$ cat config.mk
export PLATFORM = sky130hd
export DESIGN_NAME = serial_add_ctrl_flat
export DESIGN_NICKNAME = d
export VERILOG_FILES = /design/src/rtl/serial_add_if.sv /design/src/rtl/serial_add_ctrl.sv /design/src/flat_wrapper.sv
export SDC_FILE = /design/constraint.sdc
export NUM_CORES = 1
export LEC_CHECK = 0
export ABC_CLOCK_PERIOD_IN_PS = 6600
export BUFFER_PORTS_ARGS = -buffer_cell sky130_fd_sc_hd__buf_2
export CORE_UTILIZATION = 40
export CTS_BUF_LIST = sky130_fd_sc_hd__clkbuf_16
export CTS_CLUSTER_DIAMETER = 150
export DETAILED_ROUTE_END_ITERATION = 10
export GPL_TIMING_DRIVEN = 0
export PLACE_DENSITY = 0.58
export SETUP_SLACK_MARGIN = 0.5
export SYNTH_ARGS = -nofsm -noshare
export SYNTH_HDL_FRONTEND = slang
export SYNTH_SLANG_ARGS = --single-unit
$ cat constraint.sdc
create_clock -name clk -period 6.6 [get_ports clk]
set_clock_uncertainty 0.2 [all_clocks]
set_input_delay 0.99 -clock clk [delete_from_list [all_inputs] [get_ports clk]]
set_output_delay 0.99 -clock clk [all_outputs]
set_load 0.005 [all_outputs]
$ cat src/rtl/serial_add_if.sv
// serial_add_if: request/response bundle for serial_add_ctrl.
//   Request  : in_valid, in_ready, op[1:0], a[W-1:0], b[W-1:0]
//   Response : out_valid, out_ready, result[W-1:0], cout, ovf
//   Status   : busy
// The master modport is the requester/consumer side; the slave modport is
// the adder controller.
interface serial_add_if #(
  parameter int NBYTES = 4
);
  localparam int W = 8 * NBYTES;

  logic         in_valid;
  logic         in_ready;
  logic [1:0]   op;
  logic [W-1:0] a;
  logic [W-1:0] b;
  logic         out_valid;
  logic         out_ready;
  logic [W-1:0] result;
  logic         cout;
  logic         ovf;
  logic         busy;

  modport master (
    output in_valid, op, a, b, out_ready,
    input  in_ready, out_valid, result, cout, ovf, busy
  );

  modport slave (
    input  in_valid, op, a, b, out_ready,
    output in_ready, out_valid, result, cout, ovf, busy
  );
endinterface

$ cat src/rtl/serial_add_ctrl.sv
// serial_add_ctrl: byte-serial add/subtract/accumulate unit.
// A single 8-bit adder is reused once per RUN cycle, LSB byte first, with
// the carry rippling between cycles through a register.
// Ports:
//   clk   - clock, all state changes on the rising edge
//   rst_n - synchronous active-low reset
//   bus   - serial_add_if slave modport:
//           in_valid/in_ready/op/a/b        request handshake and operands
//           out_valid/out_ready/result/cout/ovf  response handshake and result
//           busy                            high whenever the FSM is not IDLE
// op: 00 = a+b, 01 = a-b, 10 = acc+a, 11 = clear acc (result 0).
module serial_add_ctrl #(
  parameter int NBYTES = 4
) (
  input  logic         clk,
  input  logic         rst_n,
  serial_add_if.slave  bus
);
  localparam int W  = 8 * NBYTES;
  localparam int CW = (NBYTES > 1) ? $clog2(NBYTES) : 1;
  localparam logic [CW-1:0] LAST = CW'(NBYTES - 1);

  typedef enum logic [1:0] {
    IDLE = 2'd0,
    RUN  = 2'd1,
    DONE = 2'd2
  } state_t;

  state_t        state_q;
  logic [CW-1:0] cnt_q;
  logic [W-1:0]  x_q;        // effective left operand, shifted right per byte
  logic [W-1:0]  y_q;        // effective right operand, shifted right per byte
  logic [W-1:0]  work_q;     // partial result, bytes enter from the top
  logic          carry_q;
  logic [W-1:0]  acc_q;
  logic [W-1:0]  result_q;
  logic          cout_q;
  logic          ovf_q;
  logic          out_valid_q;
  logic          in_ready_q;
  logic          busy_q;

  logic [7:0]    sum_d;
  logic          carry_d;
  logic [W-1:0]  work_d;
  logic          ovf_d;

  // The one and only byte adder: 8-bit sum plus carry out.
  function automatic logic [8:0] add8(input logic [7:0] x,
                                      input logic [7:0] y,
                                      input logic       cin);
    return {1'b0, x} + {1'b0, y} + {8'd0, cin};
  endfunction

  always_comb begin
    {carry_d, sum_d} = add8(x_q[7:0], y_q[7:0], carry_q);
    work_d           = W'({sum_d, work_q} >> 8);
    // On the last byte x_q[7]/y_q[7] are the operand sign bits.
    ovf_d            = (x_q[7] == y_q[7]) && (sum_d[7] != x_q[7]);
  end

  always_ff @(posedge clk) begin
    if (!rst_n) begin
      state_q     <= IDLE;
      cnt_q       <= '0;
      x_q         <= '0;
      y_q         <= '0;
      work_q      <= '0;
      carry_q     <= 1'b0;
      acc_q       <= '0;
      result_q    <= '0;
      cout_q      <= 1'b0;
      ovf_q       <= 1'b0;
      out_valid_q <= 1'b0;
      in_ready_q  <= 1'b1;
      busy_q      <= 1'b0;
    end else begin
      case (state_q)
        IDLE: begin
          // in_ready is always high here, so in_valid alone marks an accept.
          if (bus.in_valid) begin
            in_ready_q <= 1'b0;
            busy_q     <= 1'b1;
            cnt_q      <= '0;
            work_q     <= '0;
            case (bus.op)
              2'b00: begin
                x_q     <= bus.a;
                y_q     <= bus.b;
                carry_q <= 1'b0;
                state_q <= RUN;
              end
              2'b01: begin
                // a - b == a + ~b + 1
                x_q     <= bus.a;
                y_q     <= ~bus.b;
                carry_q <= 1'b1;
                state_q <= RUN;
              end
              2'b10: begin
                x_q     <= acc_q;
                y_q     <= bus.a;
                carry_q <= 1'b0;
                state_q <= RUN;
              end
              default: begin
                acc_q       <= '0;
                result_q    <= '0;
                cout_q      <= 1'b0;
                ovf_q       <= 1'b0;
                out_valid_q <= 1'b1;
                state_q     <= DONE;
              end
            endcase
          end
        end

        RUN: begin
          x_q     <= x_q >> 8;
          y_q     <= y_q >> 8;
          carry_q <= carry_d;
          work_q  <= work_d;
          cnt_q   <= cnt_q + 1'b1;
          if (cnt_q == LAST) begin
            cnt_q       <= '0;
            result_q    <= work_d;
            acc_q       <= work_d;
            cout_q      <= carry_d;
            ovf_q       <= ovf_d;
            out_valid_q <= 1'b1;
            state_q     <= DONE;
          end
        end

        DONE: begin
          if (bus.out_ready) begin
            out_valid_q <= 1'b0;
            in_ready_q  <= 1'b1;
            busy_q      <= 1'b0;
            state_q     <= IDLE;
          end
        end

        default: begin
          state_q     <= IDLE;
          out_valid_q <= 1'b0;
          in_ready_q  <= 1'b1;
          busy_q      <= 1'b0;
        end
      endcase
    end
  end

  assign bus.in_ready  = in_ready_q;
  assign bus.out_valid = out_valid_q;
  assign bus.result    = result_q;
  assign bus.cout      = cout_q;
  assign bus.ovf       = ovf_q;
  assign bus.busy      = busy_q;
endmodule

$ cat src/flat_wrapper.sv
// flat-port wrapper written by rule: the top's interface ports become plain ports
module serial_add_ctrl_flat 
#(
  parameter int NBYTES = 4
)
  (clk, rst_n, bus_in_valid, bus_op, bus_a, bus_b, bus_out_ready, bus_in_ready, bus_out_valid, bus_result, bus_cout, bus_ovf, bus_busy);
  serial_add_if #(.NBYTES(NBYTES)) bus_i ();
  input  logic clk;
  input  logic rst_n;
  input wire logic [$bits(bus_i.in_valid)-1:0] bus_in_valid;
  input wire logic [$bits(bus_i.op)-1:0] bus_op;
  input wire logic [$bits(bus_i.a)-1:0] bus_a;
  input wire logic [$bits(bus_i.b)-1:0] bus_b;
  input wire logic [$bits(bus_i.out_ready)-1:0] bus_out_ready;
  output wire logic [$bits(bus_i.in_ready)-1:0] bus_in_ready;
  output wire logic [$bits(bus_i.out_valid)-1:0] bus_out_valid;
  output wire logic [$bits(bus_i.result)-1:0] bus_result;
  output wire logic [$bits(bus_i.cout)-1:0] bus_cout;
  output wire logic [$bits(bus_i.ovf)-1:0] bus_ovf;
  output wire logic [$bits(bus_i.busy)-1:0] bus_busy;
  assign bus_i.in_valid = bus_in_valid;
  assign bus_i.op = bus_op;
  assign bus_i.a = bus_a;
  assign bus_i.b = bus_b;
  assign bus_i.out_ready = bus_out_ready;
  assign bus_in_ready = bus_i.in_ready;
  assign bus_out_valid = bus_i.out_valid;
  assign bus_result = bus_i.result;
  assign bus_cout = bus_i.cout;
  assign bus_ovf = bus_i.ovf;
  assign bus_busy = bus_i.busy;
  serial_add_ctrl #(.NBYTES(NBYTES)) u_core (.clk(clk), .rst_n(rst_n), .bus(bus_i));
endmodule
# == Yosys cells after proc, flatten, opt, wreduce, memory -nomap -nowiden ==
# Index checks and enable logic that the tools add are counted.
# classes
add_sub_neg,3
n_mul,0
n_div,0
order_cmp,0
eq_ne,14
n_shift,0
muxes,39
bitwise,2
reduce_logical,15
# op_table
cell,n
$pmux W32 S2,5
$mux W32,6
$pmux W32 S3,1
$not A32 Y32,1
$reduce_and A3 Y1,5
$mux W1,12
$mux W2,6
$add A8 B8 Y9,1
$add A9 B1 Y9,1
$pmux W1 S3,3
$pmux W1 S2,4
$reduce_and A4 Y1,2
$eq A2 B2 Y1 const B,3
$ne A2 B2 Y1 const B,3
$ne A3 B3 Y1 const B,2
$pmux W2 S3,1
$eq A2 B1 Y1 const B,2
$logic_not A2 Y1,2
$ne A4 B4 Y1 const B,1
$pmux W2 S2,1
$reduce_or A2 Y1,2
$reduce_or A3 Y1,1
$add A2 B1 Y2 const B,1
$ne A2 B1 Y1 const B,1
6 further kinds,6
# totals
ff_bits,138
latch_bits,0
ramBits,0
mem_bits_ro,0
out_inout_bits,37
word_cells,85
n_memories,0

# == Longest topological paths before layout ==
# depth
depth_word,6
ltp_mapped,9
depth_no_buf,8

# == Worst setup path before layout ==
# Ideal clock, no wire load.
# synth_path
kind,input -> register
from,in bus_op[0]
to,reg u_core.y_q[0]
setup_time_ns,0.070
arrival_ns,2.209
setup_slack_ns,4.121
cell_stages,8
path_buffers,2
cell_sequence,inv_1 ha_1 buf_2 clkbuf_1 nor2_1 a311oi_1 a21oi_1 a21oi_1
# synth_between
elab_chain_cells,4
word_cells_on_any_way,8
cone_classes,3 x eq/ne; 3 x mux; 2 x reduce/logical
# synth_rtl
element,line,source
from (decl),flat_wrapper.sv:11,input wire logic [$bits(bus_i.op)-1:0] bus_op;
$eq A2 B2 Y1 (tied with other cells),serial_add_ctrl.sv:86,case (bus.op)
$pmux W32 S3,serial_add_ctrl.sv:86,
$mux W32,serial_add_ctrl.sv:81,if (bus.in_valid) begin
$pmux W32 S2,serial_add_ctrl.sv:78,case (state_q)
to (signal assigned),serial_add_ctrl.sv:89,y_q <= bus.b;
to (signal assigned),serial_add_ctrl.sv:96,y_q <= ~bus.b;
to (signal assigned),serial_add_ctrl.sv:102,y_q <= bus.a;
to (decl),serial_add_ctrl.sv:32,logic [W-1:0] y_q;
# Parallel ways exist; a longest one is shown, timed or not. The select of a mux whose other input is x is not followed.
# A chain may end at the register's enable or synchronous reset.

# == Worst setup path after layout ==
# Same ends and word-level chain as after synthesis.

==> metrics <==
status=finished, final reports clean; setup TNS=0 ps; Slew Viols, Final=0; die height=133 um; RSZ-0062 raised after global routing=no; DP Worst Slack=3450 ps; initial antenna violation count=0; CTS Sinks=130; r2r worst-path depth=8; clk_lat worst skew=420 ps; period utilisation layout=0.416; Routability Congestion=0.906; Yosys Warn Count=0; Peak VDD IR=0.228 mV; WP data required=6750 ps; Buf/Inv on CP=4; layout cells sized above 1=0.221; Worst setup EP type=flop; 1st-pass router iterations=5; leakage=3.20 nW; Cell Pwr Density=269 nW/um^2; mean post-synth cell area=8.46 um^2; Slew @ Worst Pin=674 ps; Synth area leader=dfxtp_1; Vias/cell=5.64; Crit Path Class=input pin to flop; via count=6564; share of the synthesized area in the top cell type=0.382; wire length per cell=20.9 um; Synth Cell Area=6820 um^2; area delta synth->final=20.1%; # IOs=107; FF+latch count, synth=130; number of synthesized flops with an enable pin=0; post-synthesis xor/xnor area fraction=0.00385; setup bufs post-CTS=0; WP data arrival=2900 ps; Worst Slack Setup Final=3850 ps; largest family of logic cells by synthesized area=compound AO/OA/AOI/OAI gates; maxcap violations=0; Rows=47; f_max=0.364 GHz; simple-gate share of the synthesized area=0.202; DRC Markers=0; gr ovfl total=0; H-tree levels=4; NumNets Final=1016; Die W=133 um; total core area=16600 um^2; post-synth cell types=52; placed wire-length estimate=18600 um; Post-Synth Adder-Cell Area=0.0297; startpoint types=input pin; Final Hold Fails=0; Final setup viols=0; final wirelength=24300 um; most frequent cell after synthesis=dfxtp_1; largest net degree at the start of global routing=17; Crit Path Max Fanout=10; first-pass GRT wire length=36100 um; port bufs=106; number of global-route vias before repair=6028; CTS tree=built; clk slew on worst S/H paths=60 ps; post_cts resized=0; crit path cell chain=buf_2 > inv_1 > ha_1 > buf_2 > clkbuf_1 > nor2_1 > a311oi_1 > a21oi_1 > a21oi_1; Routed Antenna Nets=0; Post-Syn Instances=806; clk buf depth=2; Starting Density=0.410; share of flip-flops with an asynchronous set or reset=0; hold path depth=2; Net Count, Synth=891; Synth area leaders=dfxtp_1 (38%), a21oi_1 (7.3%), nor2b_1 (6.8%), mux2i_1 (4.7%), a211oi_2 (4.4%); CP delay by family, top=buffers and inverters; WP depth=9; min Tclk post-route=2750 ps; Tot GR Track Use=0.276; die area=17600 um^2; DRT iter0 DRCs=603; hold buffer count at CTS=0; top cells by count, synth=dfxtp_1 (130), a21oi_1 (99), nor2b_1 (74); CTS root buf=clkbuf_16; Crit path largest cell delay=480 ps; Rel. slew slack=0.551; Critical-path top delay cell=clkbuf_1; Synth Area in Compound Gates=0.272; Synth Flop Type=dfxtp_1; Diodes inserted=0; mux contribution to synthesized area=0.0470; register area share after synthesis=0.382; worst min path class=flop to flop; CTS buffer count=17
where the power goes:
part | internal, mW | switching (mW) | total (mW)
sequential | 0.835 | 0.0345 | 0.869
combinational | 0.159 | 0.271 | 0.430
clock | 0.520 | 0.380 | 0.900
total | 1.51 | 0.685 | 2.20
through the flow:
step,power (mW),instances,util,instance area (um^2),hold slack [ps]
4_1_cts,2.20,1164,0.492,8190,264
2_1_floorplan,1.16,806,-,6820,246
5_1_grt,2.28,1164,0.492,8190,294
3_3_place_gp,1.30,1132,0.458,7630,257
6_report,2.20,1164,0.492,8190,258
3_5_place_dp,1.31,1132,0.458,7630,251
worst reg2reg max path, stage by stage, from the launching register on:
cell and delay [ps]:
dfxtp_1 340, fa_1 470, inv_1 100, fa_1 200
nor2b_1 80, o31a_1 300, a211oi_1 540, nand2_1 110
a21boi_1 130
registers in the layout, summed over array words and instances (netlist names):
name,flops
u_core.x_q,32
u_core.carry_q,1
u_core.work_q,24
u_core.cnt_q,2
u_core.bus.result,32
u_core.bus.out_valid,1
u_core.bus.ovf,1
u_core.state_q,2
u_core.y_q,32
u_core.bus.busy,1
u_core.bus.in_ready,1
u_core.bus.cout,1
layout make-up:
type	instances	area (um^2)
Multi-Input combinational cell	588	3780
Fill cell	1698	8450
Tap cell	220	275
Timing Repair Buffer	106	531
Clock inverter	15	138
Buffer	72	377
Clock buffer	17	425
Inverter	16	60.1
Sequential cell	130	2600
worst paths after layout:
check / startpoint / end / slack [ps]
worst max-delay path: bus_op[0] / u_core.y_q[0]$_SDFFE_PN0P_ / 3850
worst min-delay path: u_core.bus.ovf$_SDFFE_PN0P_ / u_core.bus.ovf$_SDFFE_PN0P_ / 260
worst max register to register: u_core.carry_q$_SDFFE_PN0P_ / u_core.bus.result[28]$_SDFFE_PN0P_ / 4070
worst min register to register: u_core.bus.ovf$_SDFFE_PN0P_ / u_core.bus.ovf$_SDFFE_PN0P_ / 260
metal layers:
metal	wire [um]	global-route usage
met5	0	0
met3	1510	0.0421
met4	775	0.110
met2	11100	0.445
met1	10900	0.370
cells by family (layout without fill, tap and decap cells):
group / Yosys count / in the layout
AOI/OAI and AO/OA: 268 / 268
xor gates and xnor gates: 3 / 3
buffers and inverters: 88 / 226
muxes: 32 / 32
and+or+nand+nor: 270 / 270
DFF: 130 / 130
adders and majority gates: 15 / 15
layout by cell type (no fill, tap or decap), drive strengths merged, types with 2 or more instances in the layout:
cell type,synthesis,routed
nand3,20,20
clkinv,0,9
ha,13,13
xor2,2,2
nor2,65,65
mux2i,32,32
clkbuf,31,48
clkinvlp,0,3
buf,41,147
inv,16,18
nor2b,74,74
o21bai,2,2
a21o,2,2
a32o,2,2
a22oi,35,35
and2,5,5
a311oi,24,24
a21boi,23,23
or2b,8,8
dfxtp,130,130
or2,3,3
a21oi,99,99
nand2b,19,19
fa,2,2
a22o,2,2
o21ai,33,33
a211oi,35,35
nand2,58,58
o211ai,2,2
or3,2,2
nor3,13,13
(Power assumes the default switching activity.)
